--- src/rtl/elastic_pipe_reg.sv ---
// Purpose : elastic valid/ready register pipeline of DEPTH stages, optional skid entry in front of stage 0.
// Latency : DEPTH cycles from accept to out_valid with an empty, unstalled pipe (skid entry empty).
// Backpr. : stalled stages hold; in_ready follows out_ready when full, or is registered when the skid is built.
//
// Build option: define ELASTIC_PIPE_SKID_EN to add the one-entry skid buffer. With it, in_ready is
// driven only by the skid valid flag and flush, so there is no combinational out_ready->in_ready path.
//
// Ports:
//   clk, n_rst            clock, asynchronous active-low reset
//   flush                 synchronous clear of every stage (and the skid entry), input discarded
//   in_valid/in_ready/in_data     upstream handshake and payload
//   out_valid/out_ready/out_data  downstream handshake and head-stage payload
//   occupancy             number of valid entries held, skid entry included
module elastic_pipe_reg #(
    parameter int BW    = 32,
    parameter int DEPTH = 2
) (
    input  logic                       clk,
    input  logic                       n_rst,
    input  logic                       flush,
    input  logic                       in_valid,
    output logic                       in_ready,
    input  logic [BW-1:0]              in_data,
    output logic                       out_valid,
    input  logic                       out_ready,
    output logic [BW-1:0]              out_data,
    output logic [$clog2(DEPTH+2)-1:0] occupancy
);

    localparam int OW = $clog2(DEPTH+2);

    logic [DEPTH-1:0] stg_vld;
    logic [BW-1:0]    stg_dat [DEPTH];
    logic [DEPTH-1:0] stg_load;

    // What each stage would load: its upstream neighbour, or the stage-0 source.
    logic [DEPTH-1:0] prev_vld;
    logic [BW-1:0]    prev_dat [DEPTH];

    logic             src_vld;
    logic [BW-1:0]    src_dat;
    logic             skid_vld;

    // A stage can load when some stage at or downstream of it is empty, or the head pops:
    // in either case every valid entry from that hole forward shifts by one.
    always_comb begin
        logic full_from;
        full_from = 1'b1;
        stg_load  = '0;
        for (int i = DEPTH-1; i >= 0; i--) begin
            full_from   = full_from & stg_vld[i];
            stg_load[i] = out_ready | ~full_from;
        end
    end

`ifdef ELASTIC_PIPE_SKID_EN
    logic [BW-1:0] skid_dat;
    logic          in_acc;

    assign in_ready = ~skid_vld & ~flush;
    assign in_acc   = in_valid & in_ready;
    // A parked word always drains before anything newer; in_ready is low while it is parked.
    assign src_vld  = skid_vld | in_acc;
    assign src_dat  = skid_vld ? skid_dat : in_data;

    always_ff @(posedge clk or negedge n_rst) begin
        if (!n_rst) begin
            skid_vld <= 1'b0;
            skid_dat <= '0;
        end else if (flush) begin
            skid_vld <= 1'b0;
            skid_dat <= '0;
        end else if (skid_vld && stg_load[0]) begin
            skid_vld <= 1'b0;
            skid_dat <= '0;
        end else if (in_acc && !stg_load[0]) begin
            skid_vld <= 1'b1;
            skid_dat <= in_data;
        end
    end
`else
    assign skid_vld = 1'b0;
    assign in_ready = stg_load[0] & ~flush;
    assign src_vld  = in_valid & in_ready;
    assign src_dat  = in_data;
`endif

    always_comb begin
        prev_vld[0] = src_vld;
        prev_dat[0] = src_vld ? src_dat : '0;
        for (int i = 1; i < DEPTH; i++) begin
            prev_vld[i] = stg_vld[i-1];
            prev_dat[i] = stg_dat[i-1];
        end
    end

    // Invalid stages always hold zero data, so copying a neighbour's data unconditionally
    // keeps the "data is 0 when not valid" property as entries shift.
    always_ff @(posedge clk or negedge n_rst) begin
        if (!n_rst) begin
            stg_vld <= '0;
            for (int i = 0; i < DEPTH; i++) stg_dat[i] <= '0;
        end else if (flush) begin
            stg_vld <= '0;
            for (int i = 0; i < DEPTH; i++) stg_dat[i] <= '0;
        end else begin
            for (int i = 0; i < DEPTH; i++) begin
                if (stg_load[i]) begin
                    stg_vld[i] <= prev_vld[i];
                    stg_dat[i] <= prev_dat[i];
                end
            end
        end
    end

    always_comb begin
        occupancy = OW'(skid_vld);
        for (int i = 0; i < DEPTH; i++) occupancy = occupancy + OW'(stg_vld[i]);
    end

    assign out_valid = stg_vld[DEPTH-1];
    assign out_data  = stg_dat[DEPTH-1];

endmodule

--- config.mk ---
export PLATFORM = sky130hd
export DESIGN_NAME = elastic_pipe_reg
export DESIGN_NICKNAME = d
export VERILOG_FILES = /design/src/rtl/elastic_pipe_reg.sv
export SDC_FILE = /design/constraint.sdc
export NUM_CORES = 1
export LEC_CHECK = 0
export ABC_CLOCK_PERIOD_IN_PS = 1700
export CAP_MARGIN = 20
export CELL_PAD_IN_SITES_DETAIL_PLACEMENT = 2
export CELL_PAD_IN_SITES_GLOBAL_PLACEMENT = 2
export CORE_MARGIN = 4
export CORE_UTILIZATION = 28
export CTS_CLUSTER_DIAMETER = 120
export DETAILED_ROUTE_END_ITERATION = 8
export PLACE_DENSITY = 0.81
export SETUP_SLACK_MARGIN = 0.3
export SLEW_MARGIN = 20
export SYNTH_ARGS = -nofsm -noshare
export SYNTH_HDL_FRONTEND = slang
export SYNTH_SLANG_ARGS = --single-unit
--- constraint.sdc ---
create_clock -name clk -period 1.7 [get_ports clk]
set_input_delay 0.34 -clock clk [delete_from_list [all_inputs] [get_ports clk]]
set_output_delay 0.34 -clock clk [all_outputs]
set_load 0.01 [all_outputs]
==> flow_summary.toml <==
[outcome]
outcome = "finished, violations left"
violations = "hold timing"

[floorplan]
num_rows = 35
initial_utilization_pct = 28.94
num_io_pins = 73
core-area_sq_um = 9284
die-width_microns = 106.0
die_h_microns = 106.0
die_area_sq_um = 11230

[clock_network]
root_buffer = "clkbuf_8"
cts_hold_buf = 0
cts_tree = "done"
insertion_delay_ns = 0.34
clk_path_buf_depth = 2
cts_buffers = 9
clock-sinks = 66
path_clk_slew_ns = 0.08
cts_htree_levels = 3

[yosys]
synthAdderAreaFrac_pct = 0.4658
synth_top_family_by_area = "simple AND/OR/NAND/NOR gates"
synth_xor_area_share_pct = 0
avgSynthCellArea_sq_um = 9.106
syn-num-nets = 333
synth-simple-area-share_pct = 21.01
synth-compound-area-share_pct = 12.11
synth-warning-count = 0
postSynthCellCount = 295
ys_seq_area_share_pct = 61.48
yosysUniqueCellTypes = 12
synth_area_sq_um = 2686
synth_mux_area_share_pct = 0
ys_ff_latch = 66

[detailed_routing]
met2WireLength_microns = 5352
drc_errors = 0
wl_microns = 10520
routed_via_density = 4.905
top_layer = "met4"
wl_met3_microns = 462
first_iter_violations = 65
first_pass_iters = 4
vias = 2526
m1WireLength_microns = 4529
ant_nets = 0
wl_per_cell_microns = 20.42

[worst_setup_path]
critPathLaunchType = "flop"
arrival_ns = 1.34
cp_slowest_cell = "dfrtp_1"
cpPeakStageDelay_ns = 0.44
path_buf_inv = 1
rr_worst_depth = 6
crit_type = "reg -> out"
worstSetupEndpointType = "output pin"
crit_required_ns = 1.36
worst-path-max-fanout = 2
crit_family = "flip-flops"
path_cells = "ha_4, nor2b_4, nor2_4, buf_6"
path_depth = 4

[placement]
dpl.cell_count = 483
hpwlAfterDp_microns = 5365
portBuffers = 72
post-place-ws_ns = -0.2480
placed_cell_area_sq_um = 3605
place.gp.congestion = 0.7148

[final_layout]
syn2layout_area_growth_pct = 64.04
multi_input_area_sq_um = 1257
n_fill_cell = 982
insertedDiodeCount = 0
drive_gt1_share_pct = 33.94
finalInstanceArea_sq_um = 4407
finalNonFillerCells = 515
layout_common_cells = "nand2_1 (80), dfrtp_1 (65), a21oi_2 (42)"
nets = 419
mostFrequentLayoutCell = "nand2_1"
seqCellArea_sq_um = 1653

[pwr]
leakage_nw = 1.932
ir_drop_mv = 0.3188
cellPowerDensity_nw_per_um2 = 746.6

[sta]
rsz0062_at_grt = "yes"
post-route-period-util_pct = 98.87
finalSetupViolations = 0
fmax_ghz = 0.5949
finalClockSkew_ns = 0.01056
fin_ws_ns = 0.01917
fin_crit_ns = 1.681
fin_hold_ws_ns = -0.0008690
slew_headroom_pct = 35.56
worstMarginPinSlew_ns = 0.9667
hold_violations = 1
drv_slew = 0

[global_route]
grt_pass1_wl_microns = 14570
grtUsageTotal_pct = 16.58
antenna_found_initial = 0
grt_pass1_vias = 2676
grt_max_degree = 67
grt_overflow_total = 0

[run]
drv_cap = 0

[worst_hold_path]
min_path_type = "in -> async"
-- synth_stat cells --
cell type | count | area share [%]
buf_2 | 16 | 3.0
dfrtp_1 | 66 | 61
nor2_1 | 3 | 0.42
ha_1 | 1 | 0.47
clkbuf_1 | 4 | 0.56
nor2b_1 | 2 | 0.47
buf_4 | 4 | 1.1
nand2_1 | 98 | 14
buf_1 | 2 | 0.28
a21oi_1 | 65 | 12
nand3_1 | 32 | 6.0
nand2b_1 | 2 | 0.47
-- power breakdown --
group | leakage, nW | total [mW] | switching (mW) | internal (mW)
sequential | 0.895 | 1.66 | 0.0368 | 1.62
combinational | 0.950 | 0.460 | 0.238 | 0.222
clock | 0.0872 | 1.17 | 0.605 | 0.565
-- worst reg2reg max path: stages (launching register included) --
cell       delay [ns]
dfrtp_1          0.43
ha_4             0.17
nor2b_4          0.18
buf_4            0.19
clkbuf_16        0.19
nand2_1          0.09
a21oi_1          0.14
-- kinds of logic after synthesis --
logic type | after synthesis
flops | 66
fa+ha+maj | 1
buf+inv | 26
compound gates | 65
simple gates | 137
-- path summary, 6_finish.rpt --
| kind | slack, ns | end | startpoint |
|---|---|---|---|
| setup / recovery | 0.02 | in_ready | stg_vld[0]$_DFFE_PN0P_ |
| min in group clk | 0.52 | out_data[14]$_DFFE_PN0P_ | out_data[14]$_DFFE_PN0P_ |
| hold reg to reg | 0.52 | out_data[14]$_DFFE_PN0P_ | out_data[14]$_DFFE_PN0P_ |
| setup reg to reg | 0.22 | prev_dat[18]$_DFFE_PN0P_ | stg_vld[0]$_DFFE_PN0P_ |
| max in group asynchronous | 1.37 | prev_dat[15]$_DFFE_PN0P_ | n_rst |
| hold / removal | -0.0009 | out_data[21]$_DFFE_PN0P_ | n_rst |
-- metrics by stage --
| step | utilization [%] | setup TNS, ns | total power, mW | hold slack [ns] |
|---|---|---|---|---|
| finish | 47.47 | 0 | 3.290 | -0.0008690 |
| global route | 47.47 | -0.02882 | 3.446 | 0.02997 |
| CTS | 41.20 | 0 | 3.236 | 0.02525 |
| detailed placement | 38.83 | -2.863 | 2.058 | 0.3972 |
| global placement | 38.83 | -1.380 | 2.043 | 0.3916 |
| floorplan | - | 0 | 1.815 | 0.04441 |
-- metal layers --
layer / vias up / track usage [%]
li1: 1141 / -
met1: 1296 / 22.00
met2: 73 / 27.37
met5: - / 0
met4: 0 / 5.180
met3: 16 / 3.279
-- sequential cells by signal, summed over array words and instances, names as in the netlist --
register,count
prev_dat,32
out_data,32
stg_vld,2
-- repair_timing --
item                       CTS  global route
resized for setup           56           103
pin swaps                    0            46
cloned                       2             8
setup endpoints to repair   73            76
setup buffers                2             4
-- final cells by class --
cell class / instances / area share (%)
Sequential cell: 66 / 37.51
Multi-Input combinational cell: 203 / 28.53
Timing Repair Buffer: 101 / 26.58
Tap cell: 129 / 3.663
Clock buffer: 13 / 3.379
Clock inverter: 3 / 0.3407
No activity file was read; power rests on OpenSTA's default activity.
